===== config.mk =====
export PLATFORM = sky130hd
export DESIGN_NAME = sinc_n_decimator
export DESIGN_NICKNAME = d
export VERILOG_FILES = /design/src/rtl/sinc_n_decimator.sv
export SDC_FILE = /design/constraint.sdc
export NUM_CORES = 1
export LEC_CHECK = 0
export CORE_MARGIN = 4
export CORE_UTILIZATION = 30
export CTS_BUF_LIST = sky130_fd_sc_hd__clkbuf_8 sky130_fd_sc_hd__clkbuf_16
export DETAILED_ROUTE_END_ITERATION = 10
export PLACE_DENSITY_LB_ADDON = 0.08
export SLEW_MARGIN = 10
export SYNTH_ARGS = -nofsm -noshare
export SYNTH_HDL_FRONTEND = slang
export SYNTH_SLANG_ARGS = --single-unit

===== constraint.sdc =====
create_clock -name clk -period 11.01 [get_ports clk]
set_input_delay 2.7525 -clock clk [delete_from_list [all_inputs] [get_ports clk]]
set_output_delay 2.7525 -clock clk [all_outputs]
set_load 0.02 [all_outputs]

===== src/rtl/sinc_n_decimator.sv =====
// sinc^N (CIC) decimator for a 1-bit sigma-delta bitstream, runtime-selectable ratio 2^osr.
// Latency: out/outValid register one clk after the terminal-count en sample.
// No backpressure: en gates every state update, outValid is a one-clk strobe.
module sinc_n_decimator #(
   parameter int ORDER        = 3,
   parameter int LOG2_OSR_MAX = 5,
   localparam int OUT_W       = ORDER * LOG2_OSR_MAX + 1
) (
   input  logic                    clk,
   input  logic                    rst,
   input  logic                    en,
   input  logic [2:0]              osrSel,
   input  logic                    in,
   output logic signed [OUT_W-1:0] out,
   output logic                    outValid
);

   localparam int ACC_W  = OUT_W + 1;
   localparam int SH_MAX = ORDER * (LOG2_OSR_MAX - 1);
   localparam int WIDE_W = ACC_W + SH_MAX;
   localparam int CNT_W  = LOG2_OSR_MAX;
   localparam logic signed [WIDE_W-1:0] SAT_P = WIDE_W'(2 ** (OUT_W - 1) - 1);
   localparam logic signed [WIDE_W-1:0] SAT_N = -SAT_P;

   typedef enum logic {SETTLE, RUN} state_t;

   logic signed [ACC_W-1:0]  r_int [ORDER];
   logic signed [ACC_W-1:0]  r_dly [ORDER];
   logic [CNT_W-1:0]         r_cnt;
   logic [2:0]               r_osr;
   logic [2:0]               r_settle;
   state_t                   r_state;

   logic [2:0]               w_osr_new;
   logic                     w_chg;
   logic                     w_tc;
   logic [CNT_W-1:0]         w_tc_val;
   logic signed [ACC_W-1:0]  w_x;
   logic signed [ACC_W-1:0]  w_cin [ORDER];
   logic signed [ACC_W-1:0]  w_comb;
   logic signed [WIDE_W-1:0] w_wide;
   logic signed [WIDE_W-1:0] w_scaled;
   logic signed [OUT_W-1:0]  w_sat;
   int                       w_shift;

   // Bitstream sample mapped to +1 / -1 at accumulator width
   assign w_x = in ? {{(ACC_W-1){1'b0}}, 1'b1} : {ACC_W{1'b1}};

   // Clamp the requested ratio to 1..LOG2_OSR_MAX
   always_comb begin
      w_osr_new = osrSel;
      if (osrSel == 3'd0) begin
         w_osr_new = 3'd1;
      end else if (int'(osrSel) > LOG2_OSR_MAX) begin
         w_osr_new = 3'(LOG2_OSR_MAX);
      end
   end

   // Terminal count value 2^osr-1 as a low-bit mask; a ratio change suppresses TC
   always_comb begin
      w_tc_val = '0;
      for (int b = 0; b < CNT_W; b++) begin
         w_tc_val[b] = (b < int'(r_osr));
      end
   end

   assign w_chg = en && (w_osr_new != r_osr);
   assign w_tc  = en && !w_chg && (r_cnt == w_tc_val);

   // Comb cascade on the last integrator; w_cin[k] is what delay k captures at TC
   always_comb begin
      logic signed [ACC_W-1:0] v;
      v = r_int[ORDER-1];
      for (int k = 0; k < ORDER; k++) begin
         w_cin[k] = v;
         v        = v - r_dly[k];
      end
      w_comb = v;
   end

   // Normalise to full scale and saturate symmetrically
   always_comb begin
      w_shift  = ORDER * (LOG2_OSR_MAX - int'(r_osr));
      w_wide   = WIDE_W'(w_comb);
      w_scaled = w_wide <<< w_shift;
      if (w_scaled > SAT_P) begin
         w_sat = SAT_P[OUT_W-1:0];
      end else if (w_scaled < SAT_N) begin
         w_sat = SAT_N[OUT_W-1:0];
      end else begin
         w_sat = w_scaled[OUT_W-1:0];
      end
   end

   // Integrator chain, modular at ACC_W, advances once per en sample
   always_ff @(posedge clk or negedge rst) begin
      if (!rst) begin
         for (int k = 0; k < ORDER; k++) begin
            r_int[k] <= '0;
         end
      end else if (en) begin
         r_int[0] <= r_int[0] + w_x;
         for (int k = 1; k < ORDER; k++) begin
            r_int[k] <= r_int[k] + r_int[k-1];
         end
      end
   end

   // Comb delay lines update only at terminal count
   always_ff @(posedge clk or negedge rst) begin
      if (!rst) begin
         for (int k = 0; k < ORDER; k++) begin
            r_dly[k] <= '0;
         end
      end else if (w_tc) begin
         for (int k = 0; k < ORDER; k++) begin
            r_dly[k] <= w_cin[k];
         end
      end
   end

   // Decimation counter, ratio register, settle FSM and registered outputs
   always_ff @(posedge clk or negedge rst) begin
      if (!rst) begin
         r_cnt    <= '0;
         r_osr    <= '0;
         r_settle <= '0;
         r_state  <= SETTLE;
         out      <= '0;
         outValid <= 1'b0;
      end else begin
         outValid <= 1'b0;
         if (w_chg) begin
            // The changing sample is position 0 of the new frame
            r_osr    <= w_osr_new;
            r_cnt    <= CNT_W'(1);
            r_settle <= '0;
            r_state  <= SETTLE;
         end else if (w_tc) begin
            r_cnt <= '0;
            out   <= w_sat;
            if (r_state == RUN) begin
               outValid <= 1'b1;
            end else if (int'(r_settle) == ORDER - 1) begin
               r_settle <= '0;
               r_state  <= RUN;
            end else begin
               r_settle <= r_settle + 3'd1;
            end
         end else if (en) begin
            r_cnt <= r_cnt + CNT_W'(1);
         end
      end
   end

endmodule

Yosys cells after proc, flatten, opt, wreduce, memory -nomap -nowiden
Index checks and enable logic that the tools add are counted.
- register bits: 131
- output and inout bits: 17
- logic and storage cells: 64
- input port bits: 7
- order comparisons: 8
- shift operators: 1
- muxes and demuxes: 19
- equality and inequality tests: 4
- reductions and logical operators: 9
- bitwise gates (word level): 1
- multipliers: 1
- $add $sub $neg: 9
- operators with widths (cell ; count):
    17-bit adder ; 3
    17-bit subtractor ; 3
    16-bit 2-to-1 mux ; 2
    17-bit by 32-bit <<< shifter with 29-bit output ; 1
    29-bit by 16-bit > comparator with 1-bit output (second input constant) ; 1
    29-bit by 16-bit < comparator with 1-bit output (second input constant) ; 1
    3-bit 2-to-1 mux ; 6
    17-bit 2-to-1 mux ; 1
    5-bit 2-to-1 mux ; 3
    3-bit by 4-bit multiplier with 7-bit output (first input constant) ; 1
    1-bit 2-to-1 mux ; 7
    1-bit by 3-bit < comparator with 1-bit output (first input constant) ; 2
    2-bit by 3-bit < comparator with 1-bit output (first input constant) ; 2
    5-bit by 1-bit adder with 5-bit output (second input constant) ; 1
    5-bit equality test ; 1
    2-bit AND reduction ; 2
    3-bit by 3-bit subtractor with 4-bit output (first input constant) ; 1
    3-bit by 1-bit adder with 3-bit output (second input constant) ; 1
    3-bit equality test (second input constant) ; 1
    3-bit > comparator (second input constant) ; 1
    1-bit logical AND ; 3
    3-bit zero test ; 1
    3-bit < comparator (first input constant) ; 1
    3-bit != test ; 1
    other kinds (5) ; 5

Longest topological paths before layout
Gate-level depths: netlist of the first run.
- depth after elaboration: 10
- gate-level depth with buffers: 33
- depth with buffers taken out: 32

Least setup slack after synthesis of the first run
No wires, ideal clock.
- kind: reg2reg
- from: register r_int[0] (netlist name)
- to: register out[6]
- library setup time: 0.096 ns
- data required time: 10.914 ns
- arrival time: 6.145 ns
- period minus slack after synthesis: 6.240 ns
- setup slack: 4.770 ns
- buffers on the path: 2
- cell stages (with the launch flop): 30
- path through: dfrtp_1 -> inv_1 -> ha_1 -> inv_1 -> fa_1 -> ha_1 -> nor2b_1 -> o21ai_0 -> a21boi_0 -> o21ai_0 -> a21boi_0 -> o21ai_0 -> a21boi_0 -> o21ai_0 -> nor2b_1 -> xnor2_1 -> ha_1 -> clkbuf_1 -> and2_1 -> o21ai_0 -> a21boi_0 -> o2bb2ai_2 -> mux2i_1 -> nor2_1 -> a2111o_1 -> a2111oi_2 -> nand3_1 -> o31a_1 -> buf_6 -> o32ai_2
- RTL lines (what ; RTL line ; source):
    start, declared ; 27 ; logic signed [ACC_W-1:0] r_int [ORDER];
    start signal, assigned by index ; 104 ; r_int[k] <= r_int[k] + r_int[k-1];
    end signal, assigned ; 141 ; out <= w_sat;
    end, declared ; 14 ; output logic signed [OUT_W-1:0] out,

==> flow_metrics.tcl, run 1 <==
set metrics [dict create \
    status "finished clean" \
    synth_nets 1509 \
    track_usage_pct 15.0 \
    yosysWarnings 0 \
    antenna_found_initial 0 \
    regArea_um2 3280 \
    yosysTopAreaCellShare_pct 28.2 \
    cp.arrival_ns 7.80 \
    slew_violations 0 \
    cts_repair_resize_count 0 \
    max_stage_delay_ns 0.58 \
    fin_setup_tns_ns 0 \
    grt_pass1_vias 9947 \
    hp-class "register to register" \
    async_reset_ff_share_pct 100 \
    dp_hpwl_um 22400 \
    period_share_pct 68.3 \
    cap_violations 0 \
    avgSynthCellArea_um2 8.34 \
    slew_headroom_pct 43.8 \
    clock_path_buffers 2 \
    post_cts_buffers 0 \
    fin_skew_ns 0.0116 \
    wirelength_um 30300 \
    port_buffers 23 \
    rrSetupSlack_ns 3.49 \
    timing.rr.start "r_int[0]" \
    die_area_um2 41900 \
    crit_type "register to register" \
    setup_viol 0 \
    core_area_um2 37900 \
    area_growth_pct 11.2 \
    htree_levels 4 \
    cpMostUsedCell "o21ai_0" \
    synth_edf_count 0 \
    wl_per_cell_um 15.9 \
    cp_slowest_cell "nor2_2" \
    final_util_pct 34.0 \
    clock_sinks 131 \
    synthDistinctLibCells 85 \
    yosys.area.top_type "dfrtp_1" \
    cts_hold_buf 0 \
    num_antenna_cells 0 \
    place.gp.congestion 0.839 \
    finalHoldViolations 0 \
    grt_pass1_wl_um 51800 \
    tightest_slew_ns 0.843 \
    cts_made_buffers 17 \
    ys.flop_type "dfrtp_1" \
    synth_area_um2 11600 \
    drt_iter0_drc 538 \
    seq_area_frac_synth_pct 28.2 \
    overflow 0 \
    drive_gt1_share_pct 8.49 \
    start_util_pct 30.6 \
    ff2ff_path_depth 29 \
    drc_errors 0 \
    cts_tree "done" \
    avgViaCountPerCell 5.19 \
    clkTransAtPathRegs_ns 0.06 \
    dr_total_vias 9919 \
    ant_nets 0 \
    insertion_delay_ns 0.44 \
    fmaxAchievable_mhz 133 \
    cp-start-kind "register" \
    multi_input_area_um2 7690 \
    worstPathMaxFanout 15 \
    r2r-end "out[14]" \
    ioPinCount 24 \
    ys_ff_latch 131 \
    grt_max_degree 88 \
    rows 71 \
    grt_setup_unrepaired "false" \
    crit_path_start "r_int[0]" \
    drtPass1Iterations 5 \
    nNetsFinal 1505 \
    cp-endpoint "out[14]" \
    worstPathRequired_ns 11.29 \
    clock_tree.root_cell "clkbuf_16" \
    syn_inst 1393 \
    worst_setup_path_end_kind "register" \
    die_w_um 205 \
    fin_crit_ns 7.52 \
    die_y_um 205 \
    yosys-top-cells-area "dfrtp_1 (28%), ha_1 (11%), o21ai_0 (5.3%), xnor2_1 (4.5%), nand2_1 (4.4%)" \
    n_fill_cell 4010 \
]
==> placed cells by master (no fill, tap or decap), types with 17 or more instances in the layout <==
master             n
nand2_1          135
dfrtp_1          131
o21ai_0          124
inv_1            108
ha_1             103
nor2_1           102
a21oi_1           75
xnor2_1           60
mux2_2            42
nor3_1            39
nand3_1           30
a21o_1            29
clkdlybuf4s50_1   21
nor2b_1           20
xor2_1            18
o211ai_1          17
o31ai_1           17
mux2i_1           17
clkbuf_16         17
==> cell families (layout without fill, tap and decap cells) <==
group	Yosys count	in the layout	share of synthesized area [%]
AOI/OAI and AO/OA	425	425	24.6
and+or+nand+nor	425	425	17.5
buffers and inverters	163	171	5.57
DFF	131	131	28.2
adders and majority gates	109	109	12.1
xor gates and xnor gates	80	80	6.25
muxes	60	60	5.73
==> through the flow <==
| step | cells | setup WS (ns) | cell area [µm²] | hold slack, ns |
|---|---|---|---|---|
| 2_1_floorplan | 1393 | 4.77 | 11600 | 0.448 |
| 3_5_place_dp | 1881 | 3.54 | 12300 | 0.469 |
| 4_1_cts | 1912 | 3.49 | 12900 | 0.484 |
| 3_3_place_gp | 1881 | 3.51 | 12300 | 0.464 |
| 5_1_grt | 1912 | 2.44 | 12900 | 0.504 |
| 6_report | 1912 | 3.49 | 12900 | 0.486 |
==> Yosys cell counts, types with 9 or more instances <==
| cell type | n |
|---|---|
| nand2_1 | 135 |
| dfrtp_1 | 131 |
| o21ai_0 | 124 |
| inv_1 | 107 |
| ha_1 | 103 |
| nor2_1 | 102 |
| a21oi_1 | 75 |
| xnor2_1 | 60 |
| mux2_2 | 42 |
| nor3_1 | 39 |
| clkbuf_1 | 31 |
| nand3_1 | 30 |
| a21o_1 | 29 |
| nor2b_1 | 20 |
| xor2_1 | 18 |
| mux2i_1 | 17 |
| o211ai_1 | 17 |
| o31ai_1 | 17 |
| a211oi_1 | 16 |
| nand2b_1 | 15 |
| buf_1 | 14 |
| o21a_1 | 14 |
| a31oi_1 | 13 |
| nand4_1 | 13 |
| o22ai_1 | 13 |
| a21boi_0 | 12 |
| and3_1 | 9 |
| nor4_1 | 9 |
| or2_2 | 9 |
==> routing by layer <==
metal	wire length (µm)	vias to the layer above	global-route usage (%)
li1	-	5046	-
met1	15100	4723	21.0
met2	13900	118	24.1
met3	740	32	2.36
met4	556	0	4.36
met5	0	-	0
==> worst max-delay path: cells and delay by family (launching register included) <==
kind                       cells  cell delay (ns)
and+or+nand+nor                6             1.59
DFF                            1             0.39
buffers and inverters          2             0.15
adders and majority gates      4             1.32
xor gates and xnor gates       2             0.55
AOI/OAI and AO/OA             15             3.36
==> sequential cells by signal, summed over array words and instances, names as in the netlist <==
register / count
r_state: 1
out: 16
r_cnt: 5
r_settle: 3
r_osr: 3
r_int: 51
outValid: 1
r_dly: 51
==> worst min-delay path by stage <==
stage / start / end / slack (ns) / depth (start not counted)
3_5_place_dp: r_dly[33] / r_dly[33] / 0.47 / 2
3_3_place_gp: r_dly[33] / r_dly[33] / 0.46 / 2
6_report: out[15] / out[15] / 0.49 / 1
2_1_floorplan: r_dly[33] / r_dly[33] / 0.45 / 2
5_1_grt: r_dly[33] / r_dly[33] / 0.50 / 2
4_1_cts: r_dly[33] / r_dly[33] / 0.48 / 2
==> final cells by class <==
type | instances | share of cell area (%)
clock buffer | 18 | 3.40
clock inverter | 13 | 1.23
inverter | 107 | 3.11
multi-input combinational | 1099 | 59.6
sequential | 131 | 25.4
tap | 511 | 4.95
timing repair buffer | 33 | 2.34
Power of run 1 is left out: the tool's default activity adds up to more than one toggle a clock period on the data nets, which glitch-free logic cannot reach.
==> run 2, diff against run 1 <==
==> constraint.sdc (replaced) <==
create_clock -name clk -period 6.3 [get_ports clk]
set_input_delay 1.575 -clock clk [delete_from_list [all_inputs] [get_ports clk]]
set_output_delay 1.575 -clock clk [all_outputs]
set_load 0.02 [all_outputs]
==> run 2 against run 1 <==
- the flow now finishes with violations (setup timing)
- non-clock buffer count grew 177
- flip-flop and latch count did not move
- via count rose by 7.4%
- critical endpoint is now out[13]
- largest cell class unchanged
- highest routed layer unchanged
==> flow_metrics.tcl, run 2 (same netlist as run 1, synthesis figures left out) <==
set metrics [dict create \
    num_antenna_cells 0 \
    min_from "r_dly[33]" \
    area_growth_pct 29.2 \
    ioPinCount 24 \
    top_regs "r_dly: 51 flops, r_int: 51 flops, out: 16 flops" \
    drt_iter0_drc 568 \
    wl_per_cell_um 15.3 \
    tightest_slew_ns 0.894 \
    design_area_um2 15000 \
    fmaxAchievable_mhz 157 \
    cp.arrival_ns 6.66 \
    crit_type "register to register" \
    setup_viol 12 \
    cap_violations 0 \
    place.gp.congestion 0.828 \
    layout_common_cells "buf_4 (178), nand2_1 (134), dfrtp_1 (131)" \
    dpl_cell_area_um2 13500 \
    crit_path_start "r_int[0]" \
    finalHoldViolations 0 \
    antenna_found_initial 0 \
    rrSetupSlack_ns -0.05 \
    cp-start-kind "register" \
    clock_path_buffers 2 \
    wirelength_um 32100 \
    track_usage_pct 15.6 \
    clock_sinks 131 \
    avgViaCountPerCell 5.10 \
    failed_checks "setup timing" \
    cts_hold_buf 0 \
    grt.busiest_layer "met2" \
    slew_violations 0 \
    slew_headroom_pct 40.4 \
    rows 71 \
    met3_usage_pct 2.33 \
    holdPathStages 2 \
    insertion_delay_ns 0.43 \
    cts_tree "done" \
    start_util_pct 30.6 \
    nNetsFinal 1682 \
    die_w_um 205 \
    cp_slowest_cell "or3_4" \
    r2r-end "out[13]" \
    ff2ff_path_depth 32 \
    min_to "r_dly[33]" \
    htree_levels 4 \
    fin_crit_ns 6.35 \
    fin_skew_ns 0.0112 \
    regArea_um2 3280 \
    hp-class "register to register" \
    grt_max_degree 63 \
    drc_errors 0 \
    drtPass1Iterations 5 \
    port_buffers 23 \
    clkTransAtPathRegs_ns 0.06 \
    worst_setup_path_end_kind "register" \
    grt_setup_unrepaired "true" \
    status "finished with violations" \
    met2_usage_pct 25.4 \
    worstPathMaxFanout 7 \
    dr_total_vias 10649 \
    worst_slack_ns -0.0534 \
    dp_hpwl_um 24100 \
    max_stage_delay_ns 0.42 \
    multi_input_area_um2 8340 \
    worstPathRequired_ns 6.61 \
    n_fill_cell 3919 \
    clock_tree.root_cell "clkbuf_16" \
    period_share_pct 101 \
    met1_usage_pct 21.6 \
    grt_pass1_vias 10567 \
    core_area_um2 37900 \
    ant_nets 0 \
    die_y_um 205 \
    timing.rr.start "r_int[0]" \
    layout_commonest_cell "buf_4" \
    drive_gt1_share_pct 25.2 \
    grt_pass1_wl_um 53800 \
    cts_made_buffers 17 \
    overflow 0 \
    die_area_um2 41900 \
]
run 2: worst max path at each step:
stage,end,slack (ns),depth (start not counted)
2_1_floorplan,out[6],0.06,29
3_3_place_gp,out[14],-0.70,29
3_5_place_dp,out[14],-0.83,29
4_1_cts,out[14],-0.19,32
5_1_grt,out[5],-0.43,32
6_report,out[13],-0.05,32
run 2: through the flow:
stage	setup slack, ns	cells	util [%]	hold WS (ns)	setup TNS [ns]
2_1_floorplan	0.0595	1393	-	0.448	0
3_3_place_gp	-0.704	2036	35.6	0.468	-9.63
3_5_place_dp	-0.826	2036	35.6	0.470	-10.51
4_1_cts	-0.194	2075	38.1	0.486	-0.949
5_1_grt	-0.429	2089	39.5	0.492	-5.68
6_report	-0.0534	2089	39.5	0.480	-0.374
run 2: metal layers:
| layer | vias up | share of wire, % |
|---|---|---|
| li1 | 5399 | - |
| met1 | 5117 | 50 |
| met2 | 109 | 47 |
| met3 | 24 | 2.3 |
| met4 | 0 | 1.5 |
| met5 | - | 0 |
run 2: area by class of cell:
| type | instances | area share (%) |
|---|---|---|
| Clock buffer | 20 | 3.11 |
| Clock inverter | 11 | 1.17 |
| Multi-Input combinational cell | 1099 | 55.6 |
| Timing Repair Buffer | 210 | 11.3 |
| Sequential cell | 131 | 21.9 |
| Inverter | 107 | 2.68 |
| Tap cell | 511 | 4.26 |
run 2: timing repair:
action	4_1_cts	5_1_grt
pin swaps	28	67
endpoints found under the setup margin	16	16
resized for setup	64	90
gates cloned	0	1
hold endpoints to repair	0	0
buffers inserted	8	14
run 2: worst max-delay path, delay by kind of cell (launching register included):
kind,cells,cell delay (ns)
buf+inv,7,0.88
fa+ha+maj,4,0.98
flops,1,0.39
simple gates,7,1.31
xor+xnor,2,0.32
compound gates,12,2.34
Power of run 2 is left out for the same reason.
